File: src/rtl/rotator8_dual_if.sv
// Request/result bundle for rotator8_dual: operand, amount and direction in;
// rotated result, valid and sticky self-check flag out.
interface rotator8_dual_if;
    logic       in_valid;
    logic [7:0] a;
    logic [2:0] amt;
    logic       choice;
    logic [7:0] y;
    logic       out_valid;
    logic       mismatch;

    modport master (
        output in_valid, a, amt, choice,
        input  y, out_valid, mismatch
    );

    modport slave (
        input  in_valid, a, amt, choice,
        output y, out_valid, mismatch
    );
endinterface

File: src/rtl/rotator8_dual.sv
// 8-bit bidirectional barrel rotator built twice: a log-stage network drives y,
// a case-per-amount network cross-checks it and sets a sticky mismatch flag.
module rotator8_dual #(
    parameter bit OUT_REG = 1'b1
) (
    input logic            clk,
    input logic            reset,
    rotator8_dual_if.slave bus
);

    logic [7:0] s0, s1, stage_y, case_y;
    logic [7:0] y_q;
    logic       out_valid_q, mismatch_q;

    // Log network: rotate by 1, 2, 4; choice=1 rotates left, 0 rotates right.
    always_comb begin
        s0 = bus.a;
        if (bus.amt[0]) s0 = bus.choice ? {bus.a[6:0], bus.a[7]} : {bus.a[0], bus.a[7:1]};
        s1 = s0;
        if (bus.amt[1]) s1 = bus.choice ? {s0[5:0], s0[7:6]} : {s0[1:0], s0[7:2]};
        stage_y = s1;
        // Rotate by 4 is the same in both directions.
        if (bus.amt[2]) stage_y = {s1[3:0], s1[7:4]};
    end

    always_comb begin
        case_y = bus.a;
        case ({bus.choice, bus.amt})
            4'b0000: case_y = bus.a;
            4'b0001: case_y = {bus.a[0],   bus.a[7:1]};
            4'b0010: case_y = {bus.a[1:0], bus.a[7:2]};
            4'b0011: case_y = {bus.a[2:0], bus.a[7:3]};
            4'b0100: case_y = {bus.a[3:0], bus.a[7:4]};
            4'b0101: case_y = {bus.a[4:0], bus.a[7:5]};
            4'b0110: case_y = {bus.a[5:0], bus.a[7:6]};
            4'b0111: case_y = {bus.a[6:0], bus.a[7]};
            4'b1000: case_y = bus.a;
            4'b1001: case_y = {bus.a[6:0], bus.a[7]};
            4'b1010: case_y = {bus.a[5:0], bus.a[7:6]};
            4'b1011: case_y = {bus.a[4:0], bus.a[7:5]};
            4'b1100: case_y = {bus.a[3:0], bus.a[7:4]};
            4'b1101: case_y = {bus.a[2:0], bus.a[7:3]};
            4'b1110: case_y = {bus.a[1:0], bus.a[7:2]};
            4'b1111: case_y = {bus.a[0],   bus.a[7:1]};
            default: case_y = bus.a;
        endcase
    end

    always_ff @(posedge clk or posedge reset) begin
        if (reset) begin
            y_q         <= 8'h00;
            out_valid_q <= 1'b0;
            mismatch_q  <= 1'b0;
        end else begin
            out_valid_q <= bus.in_valid;
            if (bus.in_valid) begin
                y_q <= stage_y;
                if (case_y != stage_y) mismatch_q <= 1'b1;
            end
        end
    end

    // Unregistered mode still uses y_q so y holds while in_valid is low.
    always_comb begin
        if (OUT_REG) begin
            bus.y         = y_q;
            bus.out_valid = out_valid_q;
        end else begin
            bus.y         = bus.in_valid ? stage_y : y_q;
            bus.out_valid = bus.in_valid;
        end
        bus.mismatch = mismatch_q;
    end

endmodule

File: src/flat_wrapper.sv
// flat-port wrapper written by rule: the top's interface ports become plain ports
module rotator8_dual_flat 
#(
    parameter bit OUT_REG = 1'b1
)
  (clk, reset, bus_in_valid, bus_a, bus_amt, bus_choice, bus_y, bus_out_valid, bus_mismatch);
  rotator8_dual_if bus_i ();
  input logic clk;
  input logic reset;
  input wire logic [$bits(bus_i.in_valid)-1:0] bus_in_valid;
  input wire logic [$bits(bus_i.a)-1:0] bus_a;
  input wire logic [$bits(bus_i.amt)-1:0] bus_amt;
  input wire logic [$bits(bus_i.choice)-1:0] bus_choice;
  output wire logic [$bits(bus_i.y)-1:0] bus_y;
  output wire logic [$bits(bus_i.out_valid)-1:0] bus_out_valid;
  output wire logic [$bits(bus_i.mismatch)-1:0] bus_mismatch;
  assign bus_i.in_valid = bus_in_valid;
  assign bus_i.a = bus_a;
  assign bus_i.amt = bus_amt;
  assign bus_i.choice = bus_choice;
  assign bus_y = bus_i.y;
  assign bus_out_valid = bus_i.out_valid;
  assign bus_mismatch = bus_i.mismatch;
  rotator8_dual #(.OUT_REG(OUT_REG)) u_core (.clk(clk), .reset(reset), .bus(bus_i));
endmodule
File: config.mk
export PLATFORM = sky130hd
export DESIGN_NAME = rotator8_dual_flat
export DESIGN_NICKNAME = d
export VERILOG_FILES = /design/src/rtl/rotator8_dual_if.sv /design/src/rtl/rotator8_dual.sv /design/src/flat_wrapper.sv
export SDC_FILE = /design/constraint.sdc
export NUM_CORES = 1
export LEC_CHECK = 0
export ABC_AREA = 1
export CORE_MARGIN = 1.5
export CORE_UTILIZATION = 26
export CTS_CLUSTER_SIZE = 24
export DETAILED_ROUTE_END_ITERATION = 8
export GPL_ROUTABILITY_DRIVEN = 0
export PLACE_DENSITY = 0.58
export SETUP_SLACK_MARGIN = 0.1
export SLEW_MARGIN = 20
export SYNTH_ARGS = -nofsm -noshare
export SYNTH_HDL_FRONTEND = slang
export SYNTH_SLANG_ARGS = --single-unit
File: constraint.sdc
create_clock -name clk -period 0.8 [get_ports clk]
set_clock_uncertainty 0.1 [all_clocks]
set_input_delay 0.08 -clock clk [delete_from_list [all_inputs] [get_ports clk]]
set_output_delay 0.08 -clock clk [all_outputs]
set_load 0.005 [all_outputs]
; Yosys cells after proc, flatten, opt, wreduce, memory -nomap -nowiden
; Index checks and enable logic that the tools add are counted.
[classes]
eq_ne = 16
n_mux = 6
reduce_logical = 10
[op_table]
columns = operator, n
row1 = case mux 8 bit (8 select lines), 1
row2 = two-way mux 8 bit, 5
row3 = == test 4 bit (second input constant), 8
row4 = == test 4 x 3 -> 1 bit (second input constant), 4
row5 = OR reduction 2 bit, 8
row6 = == test 4 x 2 -> 1 bit (second input constant), 2
row7 = inequality test 8 bit, 1
row8 = == test 4 x 1 -> 1 bit (second input constant), 1
row9 = logical NOT 4 bit, 1
row10 = AND reduction 2 bit, 1
[totals]
reg_bits = 10
inputBits = 15
out_inout_bits = 10
word_cells = 35

; Longest topological paths before layout
[depth]
depth_word = 7
mapped_depth = 10
ltp_nobuf = 10

; Worst setup path after synthesis
; No wires, ideal clock.
[synth_timing]
path_kind = input port to flip-flop
from = input port bus_choice
to = register u_core.y_q[6], in the netlist u_core.bus.y[6]
setup_time_ps = 118
arrival_time_ps = 799
t_required_ps = 582
slack_ps = -217
path_stages = 10
n_path_buf = 0
path_cell_list = nand2_1 > inv_1 > nand2_1 > nand2_2 > nand2_1 > nand2_1 > nor2_1 > nand2_1 > nand3_1 > nand2_1
[synth_between]
elab_chain_cells = 5
[synth_rtl]
columns = item, line_no
row1 = from (decl), flat_wrapper.sv:13  ; input wire logic [$bits(bus_i.choice)-1:0] bus_choice;
row2 = two-way mux 8 bit (2 in a row), rotator8_dual.sv:18  ; if (bus.amt[0]) s0 = bus.choice ? {bus.a[6:0], bus.a[7]} : {bus.a[0], bus.a[7:1]};
row3 = two-way mux 8 bit, rotator8_dual.sv:20  ; if (bus.amt[1]) s1 = bus.choice ? {s0[5:0], s0[7:6]} : {s0[1:0], s0[7:2]};
row4 = two-way mux 8 bit *, rotator8_dual.sv:20
row5 = two-way mux 8 bit *, rotator8_dual.sv:23  ; if (bus.amt[2]) stage_y = {s1[3:0], s1[7:4]};
row6 = to (signal assigned), rotator8_dual.sv:57  ; y_q <= stage_y;
row7 = to (decl), rotator8_dual.sv:12  ; logic [7:0] y_q;
; Mark *: on every way between the ends. The rest lies on a longest branch, timed or not.
; A chain may end at the register's enable or synchronous reset.

; Worst setup path in the final report
[layout_timing]
from = input port bus_amt[2]
to = register u_core.y_q[5], in the netlist u_core.bus.y[5]
[layout_between]
elab_chain_cells = 1
[layout_rtl]
columns = item, line_no
row1 = from (decl), flat_wrapper.sv:12  ; input wire logic [$bits(bus_i.amt)-1:0] bus_amt;
row2 = two-way mux 8 bit, rotator8_dual.sv:23
; Every way passes these cells.

==> out/metrics.yaml <==
grt_pass1_wl_mm: 5.60
drtPass1Iterations: 4
required_ns: 0.83
multi_input_area_um2: 832
cp-start-kind: "input port"
drt_iter0_drc: 49
cap_violations: 0
regArea_um2: 250
antenna_cells: 0
cts_hold_buf: 0
num_vias: 1354
grt-ovfl-total: 0
crit_arrival_ns: 1.00
synthCells: 187
instances_no_fill: 294
die_area_mm2: 0.00431
fin_nets: 262
die_h_um: 65.7
synth_cell_type_count: 16
rows: 22
powerDensity_mw_per_mm2: 1150
layout_common_cells: "nand2_1 (82), buf_4 (25), nor2_1 (21)"
ios: 25
vias_per_cell: 4.61
hold_path.class: "in -> async"
yosysSeqAreaShare_pct: 24.5
grt_max_degree: 11
period_needed_ns: 0.971
drive_gt1_share_pct: 36.6
initial_core_util_pct: 27.5
coreArea_mm2: 0.00372
dpl.cell_count: 288
io_buffers: 24
avgSynthCellArea_um2: 5.46
setup_violations: 18
hold_viol: 0
worst_pin_slew_ns: 0.275
wire_per_inst_um: 11.1
cp-end-kind: "flip-flop"
ys_ff_latch: 10
setup_slack_ns: -0.171
synth_warnings: 0
syn-num-nets: 202
cp_max_fo: 8
run_status: "finished, violations left"
die_x_um: 65.7
h-tree-depth: 1
maxSlewViolCount: 0
antenna_found_initial: 0
violations: "setup timing"
grtUsageTotal_pct: 16.7
dpl.hpwl_mm: 2.50
area_growth_pct: 76.6
drc: 0
path_clk_slew_ns: 0.05
max_freq_mhz: 1030
relSlewSlack_pct: 81.7
cts_tree: "done"
ant_nets: 0
clk_latency_ns: 0.23
fill_cells: 386
ir_drop_mv: 0.641
cts_made_buffers: 3
fin_crit_sh_pct: 121
root_buffer: "clkbuf_8"
drt_wl_total_mm: 3.26
grt_setup_unrepaired: "yes"
cts_buffer_depth: 2
clock_sinks: 10
critPathKind: "in -> reg"
power_mw: 2.07
p_leak_nw: 0.990
final_common_cell: "nand2_1"
grt_pass1_vias: 1231
netlist_area_mm2: 0.00102
==> worst max-delay path: stages <==
cell and delay, ns:
buf_6 0.07, buf_12 0.12, inv_8 0.04, buf_12 0.12, o211ai_1 0.18, nand2_1 0.08, nor2_1 0.12, nand2_1 0.07
nand3_2 0.06, nand2_1 0.05
==> sequential cells by signal, indices dropped and copies added, names as in the netlist <==
register,count
u_core.bus.y,8
u_core.bus.mismatch,1
u_core.bus.out_valid,1
==> per-layer routing <==
layer	routed length, µm	GRT usage [%]
met5	0	0
met4	13	3.39
met3	159	3.77
met2	1560	27.5
met1	1520	22.2
==> area by class of cell <==
class	instances	area share [%]
flip-flops and latches	10	13.9
inverters	16	5.14
repair buffers	58	28.5
well taps	48	3.33
multi-input cells	158	46.1
clock buffers	4	3.05
==> stage by stage <==
step / instance area, µm² / hold slack (ns) / setup WS [ns] / util (%) / TNS, ns
2_1_floorplan: 1080 / -0.180 / -0.121 / - / -0.723
3_3_place_gp: 1660 / 0.264 / -0.920 / 44.8 / -9.17
3_5_place_dp: 1660 / 0.268 / -0.906 / 44.8 / -9.14
4_1_cts: 1790 / 0.0301 / -0.184 / 48.1 / -2.46
5_1_grt: 1800 / 0.0424 / -0.247 / 48.5 / -3.27
6_report: 1800 / 0.0290 / -0.171 / 48.5 / -2.30
==> cell families (layout without fill, tap and decap cells) <==
logic type             count (synthesis)  after routing  synth area share (%)
DFF                                   10             10                  24.5
and+or+nand+nor                      146            146                  59.7
buffers and inverters                 19             78                  7.97
AOI/OAI and AO/OA                     12             12                  7.84
==> power by group <==
part	leakage (nW)	internal (mW)	switching, mW
combinational	0.836	0.401	0.438
clock	0.0288	0.433	0.205
sequential	0.125	0.570	0.0273
==> Yosys cell counts <==
cell / instances / share of area [%]
nand4_1: 1 / 0.61
clkbuf_1: 2 / 0.74
inv_2: 3 / 1.1
nand3_1: 15 / 7.4
inv_1: 13 / 4.8
nand2_1: 97 / 36
nor3_1: 1 / 0.49
a21oi_1: 2 / 0.98
o21ai_1: 2 / 0.98
nand3_4: 1 / 1.7
clkbuf_8: 1 / 1.3
nor2_1: 25 / 9.2
o211ai_1: 8 / 5.9
nor2_4: 2 / 2.2
nand2_2: 4 / 2.5
dfrtp_1: 10 / 25
==> final timing paths <==
path / startpoint / endpoint / slack [ns] / cells after the start
hold reg to reg: u_core.bus.mismatch$_DFFE_PP0P_ / u_core.bus.mismatch$_DFFE_PP0P_ / 0.28 / 0
setup / recovery: bus_amt[2] / u_core.bus.y[5]$_DFFE_PP0P_ / -0.17 / 10
setup reg to reg: u_core.bus.y[2]$_DFFE_PP0P_ / u_core.bus.y[2]$_DFFE_PP0P_ / -0.01 / 3
hold / removal: reset / u_core.bus.mismatch$_DFFE_PP0P_ / 0.03 / 3
min in group clk: bus_in_valid / u_core.bus.out_valid$_DFF_PP0_ / 0.25 / 1
max in group asynchronous: reset / u_core.bus.y[6]$_DFFE_PP0P_ / 0.46 / 3
==> repair_timing <==
action,in CTS,in global routing
buffers inserted,2,1
pin swaps,32,11
setup endpoints to repair,18,18
gates resized for setup,97,8
Power figures use the tool's default switching activity.
==> variant (config.mk and constraints unchanged) <==
`OUT_REG` is set to 1'b1 in 2 places; all go to 1'b0.
--- a/src/rtl/rotator8_dual.sv
+++ b/src/rtl/rotator8_dual.sv
@@ -3,3 +3,3 @@
 module rotator8_dual #(
-    parameter bit OUT_REG = 1'b1
+    parameter bit OUT_REG = 1'b0
 ) (
--- a/src/flat_wrapper.sv
+++ b/src/flat_wrapper.sv
@@ -3,3 +3,3 @@
 #(
-    parameter bit OUT_REG = 1'b1
+    parameter bit OUT_REG = 1'b0
 )
Formal check against the unedited RTL: not equivalent (Yosys sat finds a counterexample within 4 cycles, from zero or initial values and one cycle with reset high).
==> variant against the original RTL <==
Global-route usage rose by 0.97 points. Synthesized area down 2.7%. Critical endpoint is now bus_y[3]. Cell area up 8.6%. Setup slack got worse by 0.54 ns. Wire length up 9.2%. Via count up 5.8%. The run still ends with setup timing left. Count of clock-buffer cells in the layout did not move. Sequential cell count is 1 lower. Clock power down 16%. Non-clock buffer count rose by 17. Power shrank 0.45%. Maximum frequency fell by 36%.
==> variant: results (changes against the original RTL) <==
status:
  violations: "setup timing"
  status: "complete, but fails checks"
global_routing:
  grt_pass1_wl_microns: 5900  # +5.4%
  use_met2: 0.323  # +0.0482
  grt_use_met3: 0.00868  # -0.0290
  grt_max_degree: 10  # -1
  track_usage: 0.176  # +0.00973
sta:
  finalSetupViolations: 17  # -1
  setup_tns_ns: -8.46  # -6.16 ns
  worst_pin_slew_ns: 0.299  # +0.0243 ns
  fin_ws_ns: -0.708  # -0.537 ns
setup_path:
  crit_path_end: "bus_y[3]"
  cp.arrival_ns: 1.33  # +0.33 ns
  rrSetupSlack_ns: -0.25  # -0.24 ns
  crit_fanout: 4  # -4
  worstReg2RegEnd: "u_core.y_q[1]"
cells_and_area:
  fillers: 364  # -5.7%
  fin_nets: 279  # +6.5%
route:
  wl_microns: 3550  # +9.2%
  wl_met1_microns: 1500  # -1.2%
  avgRoutedWirePerCell_microns: 11.4  # +3.2%
  dr_total_vias: 1432  # +5.8%
  wl_met2_microns: 1870  # +19%
yosys:
  synth_nets: 205  # +1.5%
  synth_compound_area_frac: 0.0705  # -0.00790
  postSynthCellCount: 190  # +1.6%
  yosysSeqAreaShare: 0.227  # -0.0184
pwr:
  power_leakage_nw: 1.07  # +7.9%
-- variant: worst max-delay path, cell delays in order --
cell and delay, ns:
buf_8 0.10, buf_6 0.11, nor2_4 0.15, nand2_2 0.10
nand2_4 0.09, buf_6 0.10, buf_6 0.10, nand2_2 0.05
nand2_2 0.04, nor2_1 0.04, nand2_1 0.09, nand3_2 0.08
nand2_2 0.09, buf_2 0.11
-- variant: metrics by stage --
step | utilization | setup WS [ns] | instance area (sq um) | power [W] | hold WS [ns]
5_1_grt | 0.535 | -0.802 | 1960 | 0.00221 | 0.0593
4_1_cts | 0.510 | -0.687 | 1870 | 0.00200 | 0.0429
6_report | 0.535 | -0.708 | 1960 | 0.00206 | 0.0373
3_5_place_dp | 0.426 | -1.43 | 1560 | 0.00132 | 0.266
2_1_floorplan | - | -0.123 | 1090 | 0.000901 | -0.192
3_3_place_gp | 0.426 | -1.43 | 1560 | 0.00132 | 0.264
-- variant: area by class of cell --
| cell class | instances | area [sq um] | area share |
|---|---|---|---|
| Clock buffer | 4 | 45.0 | 0.0230 |
| Inverter | 16 | 100 | 0.0511 |
| Multi-Input combinational cell | 159 | 865 | 0.442 |
| Sequential cell | 9 | 225 | 0.115 |
| Tap cell | 48 | 60.1 | 0.0307 |
| Timing Repair Buffer | 75 | 663 | 0.339 |
-- variant: timing repair --
| action | CTS | global route |
|---|---|---|
| pin swaps | 39 | 33 |
| gates resized for setup | 98 | 34 |
| endpoints found under the setup margin | 18 | 18 |
| setup buffers | 29 | 6 |
-- variant: where the power goes --
group / total, W / internal (W) / switching, W
logic: 0.000997 / 0.000500 / 0.000497
clock network: 0.000535 / 0.000348 / 0.000187
registers: 0.000532 / 0.000516 / 0.0000157
total: 0.00206 / 0.00136 / 0.000700
